## config.mk

```make
export PLATFORM = sky130hd
export DESIGN_NAME = mem_port_arbiter_flat
export DESIGN_NICKNAME = d
export VERILOG_FILES = /design/src/rtl/mem_port_arbiter_if.sv /design/src/rtl/mem_port_arbiter.sv /design/src/flat_wrapper.sv
export SDC_FILE = /design/constraint.sdc
export NUM_CORES = 1
export LEC_CHECK = 0
export ABC_AREA = 1
export CELL_PAD_IN_SITES_DETAIL_PLACEMENT = 0
export CELL_PAD_IN_SITES_GLOBAL_PLACEMENT = 1
export CORE_MARGIN = 2
export CORE_UTILIZATION = 34
export CTS_BUF_LIST = sky130_fd_sc_hd__clkbuf_8
export CTS_CLUSTER_DIAMETER = 150
export DETAILED_ROUTE_END_ITERATION = 7
export PLACE_DENSITY_LB_ADDON = 0.1
export SYNTH_ARGS = -nofsm -noshare
export SYNTH_HDL_FRONTEND = slang
export SYNTH_SLANG_ARGS = --single-unit
```

## constraint.sdc

```tcl
create_clock -name clk -period 3.79 [get_ports clk]
set_input_delay 0.379 -clock clk [delete_from_list [all_inputs] [get_ports clk]]
set_output_delay 0.379 -clock clk [all_outputs]
set_load 0.005 [all_outputs]
```

## src/rtl/mem_port_arbiter_if.sv

```systemverilog
// Bus bundle for mem_port_arbiter: fetch requester, data requester and the shared memory port.
// The arbiter uses the slave view; the environment (requesters plus memory) uses the master view.
interface mem_port_arbiter_if #(
  parameter int unsigned ADDR_WIDTH = 10,
  parameter int unsigned DATA_WIDTH = 32
);
  // Instruction-fetch requester
  logic                  if_req;
  logic [ADDR_WIDTH-1:0] if_addr;
  logic [DATA_WIDTH-1:0] if_rdata;
  logic                  if_ready;

  // Load/store requester
  logic                  d_req;
  logic                  d_we;
  logic [ADDR_WIDTH-1:0] d_addr;
  logic [DATA_WIDTH-1:0] d_wdata;
  logic [3:0]            d_be;
  logic [DATA_WIDTH-1:0] d_rdata;
  logic                  d_ready;

  // Unified memory port
  logic                  mem_req;
  logic                  mem_we;
  logic [ADDR_WIDTH-1:0] mem_addr;
  logic [DATA_WIDTH-1:0] mem_wdata;
  logic [3:0]            mem_be;
  logic [DATA_WIDTH-1:0] mem_rdata;
  logic                  mem_ack;

  modport slave (
    input  if_req, if_addr, d_req, d_we, d_addr, d_wdata, d_be, mem_rdata, mem_ack,
    output if_rdata, if_ready, d_rdata, d_ready,
    output mem_req, mem_we, mem_addr, mem_wdata, mem_be
  );

  modport master (
    output if_req, if_addr, d_req, d_we, d_addr, d_wdata, d_be, mem_rdata, mem_ack,
    input  if_rdata, if_ready, d_rdata, d_ready,
    input  mem_req, mem_we, mem_addr, mem_wdata, mem_be
  );
endinterface

```

## src/rtl/mem_port_arbiter.sv

```systemverilog
// Shares one single-port memory between instruction fetch and load/store traffic.
// Data accesses win arbitration, but after MAX_DATA_BURST consecutive data grants taken while
// fetch was waiting, fetch is granted once. Each access runs IDLE -> GNT -> DONE, so a
// zero-wait memory sustains one access every three cycles.
module mem_port_arbiter #(
  parameter int unsigned ADDR_WIDTH     = 10,
  parameter int unsigned DATA_WIDTH     = 32,
  parameter int unsigned MAX_DATA_BURST = 4   // 1..15
) (
  input logic               clk,
  input logic               rst_n,
  mem_port_arbiter_if.slave bus
);

  typedef enum logic [1:0] {StIdle, StGntIf, StGntD, StDone} state_e;

  localparam logic [3:0] MaxBurst = 4'(MAX_DATA_BURST);

  state_e                state_q, state_d;
  logic [3:0]            streak_q, streak_d;
  logic                  data_owner_q, data_owner_d;  // current/last grant belongs to data path
  logic                  mem_req_q, mem_req_d;
  logic                  mem_we_q, mem_we_d;
  logic [ADDR_WIDTH-1:0] mem_addr_q, mem_addr_d;
  logic [DATA_WIDTH-1:0] mem_wdata_q, mem_wdata_d;
  logic [3:0]            mem_be_q, mem_be_d;
  logic [DATA_WIDTH-1:0] if_rdata_q, if_rdata_d;
  logic [DATA_WIDTH-1:0] d_rdata_q, d_rdata_d;

  logic data_wins;

  // Data wins unless fetch is also waiting and the data streak has reached its limit.
  assign data_wins = bus.d_req && (!bus.if_req || (streak_q < MaxBurst));

  // Next-state, arbitration and command/read-data capture.
  always_comb begin
    state_d      = state_q;
    streak_d     = streak_q;
    data_owner_d = data_owner_q;
    mem_req_d    = mem_req_q;
    mem_we_d     = mem_we_q;
    mem_addr_d   = mem_addr_q;
    mem_wdata_d  = mem_wdata_q;
    mem_be_d     = mem_be_q;
    if_rdata_d   = if_rdata_q;
    d_rdata_d    = d_rdata_q;

    case (state_q)
      StIdle: begin
        if (data_wins) begin
          state_d      = StGntD;
          data_owner_d = 1'b1;
          mem_req_d    = 1'b1;
          mem_we_d     = bus.d_we;
          mem_addr_d   = bus.d_addr;
          mem_wdata_d  = bus.d_wdata;
          mem_be_d     = bus.d_be;
          // The streak only counts data grants that made fetch wait.
          streak_d     = bus.if_req ? (streak_q + 4'd1) : 4'd0;
        end else if (bus.if_req) begin
          state_d      = StGntIf;
          data_owner_d = 1'b0;
          mem_req_d    = 1'b1;
          mem_we_d     = 1'b0;
          mem_addr_d   = bus.if_addr;
          mem_wdata_d  = '0;
          mem_be_d     = 4'hF;
          streak_d     = 4'd0;
        end
      end
      StGntIf: begin
        if (bus.mem_ack) begin
          state_d    = StDone;
          mem_req_d  = 1'b0;
          if_rdata_d = bus.mem_rdata;
        end
      end
      StGntD: begin
        if (bus.mem_ack) begin
          state_d   = StDone;
          mem_req_d = 1'b0;
          if (!mem_we_q) begin
            d_rdata_d = bus.mem_rdata;
          end
        end
      end
      StDone: begin
        state_d = StIdle;
      end
      default: begin
        state_d = StIdle;
      end
    endcase
  end

  // State and output registers; reset abandons any access in flight.
  always_ff @(posedge clk or negedge rst_n) begin
    if (!rst_n) begin
      state_q      <= StIdle;
      streak_q     <= 4'd0;
      data_owner_q <= 1'b0;
      mem_req_q    <= 1'b0;
      mem_we_q     <= 1'b0;
      mem_addr_q   <= '0;
      mem_wdata_q  <= '0;
      mem_be_q     <= 4'h0;
      if_rdata_q   <= '0;
      d_rdata_q    <= '0;
    end else begin
      state_q      <= state_d;
      streak_q     <= streak_d;
      data_owner_q <= data_owner_d;
      mem_req_q    <= mem_req_d;
      mem_we_q     <= mem_we_d;
      mem_addr_q   <= mem_addr_d;
      mem_wdata_q  <= mem_wdata_d;
      mem_be_q     <= mem_be_d;
      if_rdata_q   <= if_rdata_d;
      d_rdata_q    <= d_rdata_d;
    end
  end

  assign bus.mem_req   = mem_req_q;
  assign bus.mem_we    = mem_we_q;
  assign bus.mem_addr  = mem_addr_q;
  assign bus.mem_wdata = mem_wdata_q;
  assign bus.mem_be    = mem_be_q;
  assign bus.if_rdata  = if_rdata_q;
  assign bus.d_rdata   = d_rdata_q;
  // Ready pulses are decoded from registered state only, so they last exactly the DONE cycle.
  assign bus.if_ready  = (state_q == StDone) && !data_owner_q;
  assign bus.d_ready   = (state_q == StDone) && data_owner_q;

endmodule

```

## src/flat_wrapper.sv

```systemverilog
// flat-port wrapper written by rule: the top's interface ports become plain ports
module mem_port_arbiter_flat 
#(
  parameter int unsigned ADDR_WIDTH     = 10,
  parameter int unsigned DATA_WIDTH     = 32,
  parameter int unsigned MAX_DATA_BURST = 4           
)
  (clk, rst_n, bus_if_req, bus_if_addr, bus_d_req, bus_d_we, bus_d_addr, bus_d_wdata, bus_d_be, bus_mem_rdata, bus_mem_ack, bus_if_rdata, bus_if_ready, bus_d_rdata, bus_d_ready, bus_mem_req, bus_mem_we, bus_mem_addr, bus_mem_wdata, bus_mem_be);
  mem_port_arbiter_if #(.ADDR_WIDTH(ADDR_WIDTH), .DATA_WIDTH(DATA_WIDTH)) bus_i ();
  input logic clk;
  input logic rst_n;
  input wire logic [$bits(bus_i.if_req)-1:0] bus_if_req;
  input wire logic [$bits(bus_i.if_addr)-1:0] bus_if_addr;
  input wire logic [$bits(bus_i.d_req)-1:0] bus_d_req;
  input wire logic [$bits(bus_i.d_we)-1:0] bus_d_we;
  input wire logic [$bits(bus_i.d_addr)-1:0] bus_d_addr;
  input wire logic [$bits(bus_i.d_wdata)-1:0] bus_d_wdata;
  input wire logic [$bits(bus_i.d_be)-1:0] bus_d_be;
  input wire logic [$bits(bus_i.mem_rdata)-1:0] bus_mem_rdata;
  input wire logic [$bits(bus_i.mem_ack)-1:0] bus_mem_ack;
  output wire logic [$bits(bus_i.if_rdata)-1:0] bus_if_rdata;
  output wire logic [$bits(bus_i.if_ready)-1:0] bus_if_ready;
  output wire logic [$bits(bus_i.d_rdata)-1:0] bus_d_rdata;
  output wire logic [$bits(bus_i.d_ready)-1:0] bus_d_ready;
  output wire logic [$bits(bus_i.mem_req)-1:0] bus_mem_req;
  output wire logic [$bits(bus_i.mem_we)-1:0] bus_mem_we;
  output wire logic [$bits(bus_i.mem_addr)-1:0] bus_mem_addr;
  output wire logic [$bits(bus_i.mem_wdata)-1:0] bus_mem_wdata;
  output wire logic [$bits(bus_i.mem_be)-1:0] bus_mem_be;
  assign bus_i.if_req = bus_if_req;
  assign bus_i.if_addr = bus_if_addr;
  assign bus_i.d_req = bus_d_req;
  assign bus_i.d_we = bus_d_we;
  assign bus_i.d_addr = bus_d_addr;
  assign bus_i.d_wdata = bus_d_wdata;
  assign bus_i.d_be = bus_d_be;
  assign bus_i.mem_rdata = bus_mem_rdata;
  assign bus_i.mem_ack = bus_mem_ack;
  assign bus_if_rdata = bus_i.if_rdata;
  assign bus_if_ready = bus_i.if_ready;
  assign bus_d_rdata = bus_i.d_rdata;
  assign bus_d_ready = bus_i.d_ready;
  assign bus_mem_req = bus_i.mem_req;
  assign bus_mem_we = bus_i.mem_we;
  assign bus_mem_addr = bus_i.mem_addr;
  assign bus_mem_wdata = bus_i.mem_wdata;
  assign bus_mem_be = bus_i.mem_be;
  mem_port_arbiter #(.ADDR_WIDTH(ADDR_WIDTH), .DATA_WIDTH(DATA_WIDTH), .MAX_DATA_BURST(MAX_DATA_BURST)) u_core (.clk(clk), .rst_n(rst_n), .bus(bus_i));
endmodule
```

== Word level (Yosys, flattened, before mapping) ==
Cells that the tools add are included.

* ROM bits: 0
* Flip-flop bits (word level): 119
* Memories: 0
* Bits in latches: 0
* Memory bits (writable): 0
* Word-level logic and storage cells: 53
* Input port bits: 94
* Output and inout port bits: 114

* Bitwise gates (word level): 1
* Div/mod/pow operators: 0
* Reduce and logical (&&, ||, !) cells: 15
* Add/sub/neg operators: 1
* Multiplexer cells: 20
* Eq/ne operators: 5
* $lt $le $gt $ge: 1
* Shifts and indexed selects: 0
* $mul: 0

{| class="wikitable"
|+ Operators by type and width
! kind !! count
|-
| 32-bit 2-to-1 mux || 2
|-
| 10-bit 2-to-1 mux || 2
|-
| 4-bit 2-to-1 mux || 5
|-
| 1-bit 2-to-1 mux || 6
|-
| 2-bit 2-to-1 mux || 3
|-
| 2-bit case mux with 3 select lines || 1
|-
| 2-bit AND reduction || 3
|-
| 3-bit AND reduction || 2
|-
| 4-bit by 1-bit adder with 4-bit output (second input constant) || 1
|-
| 2-bit == test (second input constant) || 2
|-
| 4-bit by 3-bit less-than comparator with 1-bit output (second input constant) || 1
|-
| 2-bit nonzero test || 2
|-
| 1-bit logical AND || 3
|-
| 3-bit by 2-bit != test with 1-bit output (second input constant) || 1
|-
| 2-bit by 1-bit == test with 1-bit output (second input constant) || 1
|-
| 1-bit zero test || 2
|-
| 2-bit zero test || 1
|-
| 2-bit by 1-bit != test with 1-bit output (second input constant) || 1
|-
| 1-bit case mux with 2 select lines || 1
|-
| 2-bit OR reduction || 1
|-
| 1-bit logical OR || 1
|-
| 1-bit NOT || 1
|}

== Longest topological paths before layout ==
* Word-level depth: 5
* Depth in mapped cells: 8
* Mapped depth without buffers: 8

== Least setup slack after synthesis ==
OpenSTA, ideal clock, no wires.

* Kind: reg-to-reg
* From: register u_core.state_q[0]
* To: register u_core.state_q[0]
* Arrival time: 1.297 ns
* Required time: 3.673 ns
* Slack: 2.376 ns
* Stages on the path, launching flop included: 9
* Clock period less this slack: 1.414 ns
* Buffers on the path: 0
* Setup time: 0.117 ns
* Cells stage by stage: dfrtp_1 inv_1 ha_1 inv_1 or2_2 nand2_1 nor2_1 nand2_1 nand2_1

* Cells in the longest elaborated chain, start to end: 4
* Elaborated cells between the ends (all ways): 9
* Those cells by class: eq/ne: 5; mux: 1; reduce/logical: 3

{| class="wikitable"
|+ RTL lines
! element !! RTL line !! source
|-
| start: declaration || mem_port_arbiter.sv:19 || <nowiki>state_e state_q, state_d;</nowiki>
|-
| start signal: assignment || mem_port_arbiter.sv:99 || <nowiki>state_q <= StIdle;</nowiki>
|-
| start signal: assignment || mem_port_arbiter.sv:110 || <nowiki>state_q <= state_d;</nowiki>
|-
| 2-bit by 1-bit == test with 1-bit output or 2-bit == test (tied branches) || mem_port_arbiter.sv:48 || <nowiki>case (state_q)</nowiki>
|-
| 2-bit OR reduction (no source line) || - ||
|-
| 2-bit by 1-bit != test with 1-bit output (no source line) || - ||
|-
| 2-bit AND reduction (no source line) || - ||
|}

Parallel ways exist; a longest one is shown, timed or not.
A chain may end at the register's enable or synchronous reset.

== Worst setup path after layout ==
* From: register u_core.state_q[0]
* To: output port bus_if_ready

* Cells in the longest elaborated chain, start to end: 2

{| class="wikitable"
|+ RTL lines
! element !! RTL line !! source
|-
| 2-bit == test || mem_port_arbiter.sv:131 || <nowiki>assign bus.if_ready = (state_q == StDone) && !data_owner_q;</nowiki>
|-
| 1-bit logical AND || mem_port_arbiter.sv:131 ||
|-
| end: declaration || flat_wrapper.sv:22 || <nowiki>output wire logic [$bits(bus_i.if_ready)-1:0] bus_if_ready;</nowiki>
|}

Every way passes these cells.

==> flow_summary_export.csv <==
group,metric,value,unit
run_status,status,"finished clean",
floorplanning,ioPinCount,208,
synthesis,synth.avg_cell_area,8.976,um2
floorplanning,row_count,43,
place,numPortBuffers,207,
setup_path,cp.arrival,1.71,ns
pwr,p_comb_share,39.8,%
clock_network,path_clk_slew,0.07,ns
synthesis,yosysSeqAreaShare,61.32,%
clock_network,hold_buffers,0,
global_route,grt_pass1_vias,3953,
timing,maxSlewViolCount,0,
setup_path,start_kind,"flip-flop",
clock_network,clock_latency,0.43,ns
global_route,grt-ovfl-total,0,
synthesis,yosys_warnings,0,
cells_and_area,drive_gt1_share,5.563,%
pwr,leakage,0.003647,uW
hold_path,min_path_type,"in2async",
timing,max_freq,477.8,MHz
clock_network,cts.repair.resized,0,
floorplanning,dieHeight,123.5,um
detailed_routing,via_per_inst,4.445,
pwr,power_frac_seq,37.5,%
synthesis,synthCells,541,
setup_path,worstPathMaxFanout,5,
synthesis,ys_ff_latch,119,
synthesis,synthesis.nets,641,
cells_and_area,multi_input_area,0.001496,mm2
setup_path,cp_slowest_stage_delay,0.53,ns
pwr,powerDensity,765.3,mW/mm2
timing,finalCritPeriodShare,55.22,%
pwr,p_int,3947,uW
timing,final.setup.tns,0,ns
clock_network,post_cts_buffers,0,
detailed_routing,dr.pass1.iters,4,
timing,rsz0062_at_grt,"no",
global_route,antenna_found_initial,0,
timing,clock_skew,0.005873,ns
detailed_routing,wire_per_inst,13.52,um
setup_path,crit_chain,"ha_1, inv_1, nor2_1, clkdlybuf4s50_1",
global_route,grt_usage,16.80,%
detailed_routing,vias,4156,
synthesis,synth_top_area_share,61.32,%
detailed_routing,post-route-drc-count,0,
clock_network,clock_sinks,119,
synthesis,synth.area.top_cells,"dfrtp_1 (61%), nand2_1 (14%), o21ai_0 (7.0%), nand3_1 (5.7%), inv_1 (4.7%)",
clock_network,cts_buffer_depth,2,
pwr,p_total,5736,uW
synthesis,synth_largest_area_cell,"dfrtp_1",
global_route,grt_pass1_wl,19730,um
pwr,netSwitchingPower,1789,uW
cells_and_area,nNetsFinal,842,
floorplanning,coreArea,0.01393,mm2
detailed_routing,ant_nets,0,
job,maxCapViolations,0,
setup_path,endpoint_kind,"primary output",
detailed_routing,wl,12640,um
pwr,pwr-share-clk,22.7,%
setup_path,cp.required,3.41,ns
detailed_routing,drt_iter0_markers,218,
timing,min_period,2.093,ns
cells_and_area,seqCellArea,0.002978,mm2
floorplanning,die_w,123.5,um
clock_network,cts_buffers,17,
place,dp_hpwl,8729,um
global_route,grt_max_degree,65,
clock_network,cts_tree,"built",
timing,tightest_slew,1.021,ns
timing,final_hold_viol_count,0,
clock_network,htree_levels,4,
setup_path,cp_slowest_cell,"clkdlybuf4s50_1",
floorplanning,die_area,0.01525,mm2
place,routabilityCongestion,0.7369,
pwr,switching_share,31.19,%
pwr,ir_worst_vdd,0.0003520,V
timing,final-setup-viol-count,0,
cells_and_area,fill_cells,1312,
cells_and_area,n_antenna_cell,0,
synthesis,synth_area,0.004856,mm2
timing,slew_headroom,31.71,%
cells_and_area,area_growth,54.34,%
synthesis,ys_types,21,
floorplanning,start_util,34.85,%
clock_network,cts_root_buf,"clkbuf_8",
setup_path,critical_path_class,"reg2out",
[routing by layer]
layer / track usage [%] / wire (um) / up-vias
li1: - / - / 2093
met5: 0 / 0 / -
met2: 25.38 / 5782 / 127
met3: 5.120 / 874 / 19
met1: 22.55 / 5772 / 1917
met4: 6.676 / 208 / 0
[cells in the final DEF, fill, tap and decap left out]
master and count:
inv_1 62, xnor2_1 1, nand3_1 55, clkdlybuf4s50_1 206, inv_2 2, nand2_1 174, nand2_2 1, nor2_4 1
dfrtp_1 119, nand4_1 1, or2_2 1, ha_1 6, o21ai_0 68, clkinv_2 3, bufinv_16 5, o21ai_4 1
a21oi_1 1, clkinvlp_4 5, buf_4 3, o21ai_1 1, clkbuf_8 18, nand3_2 1, nor2_1 18, buf_12 1
mux2i_1 1
[power by group through the flow]
stage                     registers (uW)  logic [uW]  clock network (uW)
after detailed placement            2170        2330                   0
after floorplan                     2190         852                   0
after CTS                           2150        2340                1340
after global routing                2220        2580                1400
after global placement              2160        2300                   0
final                               2150        2290                1300
[final timing paths]
check | cells past startpoint | slack (ns) | endpoint | startpoint
worst min-delay path | 1 | 0.02 | u_core.bus.mem_wdata[15]$_DFFE_PN0P_ | rst_n
min in group clk | 2 | 0.48 | u_core.bus.mem_wdata[30]$_DFFE_PN0P_ | u_core.bus.mem_wdata[30]$_DFFE_PN0P_
worst max register to register | 5 | 1.77 | u_core.bus.mem_addr[1]$_DFFE_PN0P_ | u_core.streak_q[2]$_DFFE_PN0P_
worst max-delay path | 4 | 1.70 | bus_if_ready | u_core.state_q[0]$_DFFE_PN0P_
max in group asynchronous | 2 | 2.94 | u_core.bus.mem_addr[2]$_DFFE_PN0P_ | rst_n
worst min register to register | 2 | 0.48 | u_core.bus.mem_wdata[30]$_DFFE_PN0P_ | u_core.bus.mem_wdata[30]$_DFFE_PN0P_
[through the flow]
step / hold slack (ns) / setup WS (ns) / util, % / cell area [um2] / std cells
global placement: 0.4608 / 1.449 / 50.53 / 7041 / 903
CTS: 0.02699 / 1.650 / 53.78 / 7495 / 935
detailed placement: 0.4641 / 1.441 / 50.53 / 7041 / 903
floorplan: 0.08341 / 2.376 / - / 4856 / 541
global route: 0.06166 / 1.555 / 53.78 / 7495 / 935
finish: 0.01781 / 1.697 / 53.78 / 7495 / 935
[cell type report]
class / count / share of cell area (%)
tap: 180 / 3.005
timing repair buffer: 210 / 28.08
clock buffer: 18 / 3.306
clock inverter: 14 / 2.755
multi-input combinational: 331 / 19.97
inverter: 63 / 3.155
sequential: 119 / 39.73
[cells in the mapped netlist]
| cell | instances |
|---|---|
| a21oi_1 | 1 |
| buf_2 | 13 |
| buf_4 | 3 |
| buf_6 | 3 |
| clkbuf_1 | 9 |
| dfrtp_1 | 119 |
| ha_1 | 6 |
| inv_1 | 61 |
| inv_2 | 2 |
| mux2i_1 | 1 |
| nand2_1 | 175 |
| nand3_1 | 55 |
| nand3_2 | 1 |
| nand4_1 | 1 |
| nor2_1 | 18 |
| nor2_4 | 1 |
| o21ai_0 | 68 |
| o21ai_1 | 1 |
| o21ai_2 | 1 |
| or2_2 | 1 |
| xnor2_1 | 1 |
[cell families after synthesis]
family	Yosys count	synth area share, %
AOI/OAI and AO/OA	71	7.395
xor gates and xnor gates	1	0.1804
adders and majority gates	6	1.546
buffers and inverters	91	8.065
DFF	119	61.32
muxes	1	0.2061
and+or+nand+nor	252	21.28
[critical path: cells and delay by family (launching register included)]
| family | cells | cell delay (ns) |
|---|---|---|
| adder cells (fa/ha/maj) | 1 | 0.21 |
| buffers and inverters | 2 | 0.57 |
| flip-flops | 1 | 0.43 |
| AND/OR/NAND/NOR | 1 | 0.08 |
[flip-flops by register name, summed over array words and instances, names as in the netlist]
signal                count
u_core.data_owner_q       1
u_core.bus.if_rdata      32
u_core.streak_q           4
u_core.bus.mem_req        1
u_core.bus.mem_addr      10
u_core.bus.d_rdata       32
u_core.bus.mem_we         1
u_core.bus.mem_wdata     32
u_core.bus.mem_be         4
u_core.state_q            2
No activity file was read; power rests on OpenSTA's default activity.
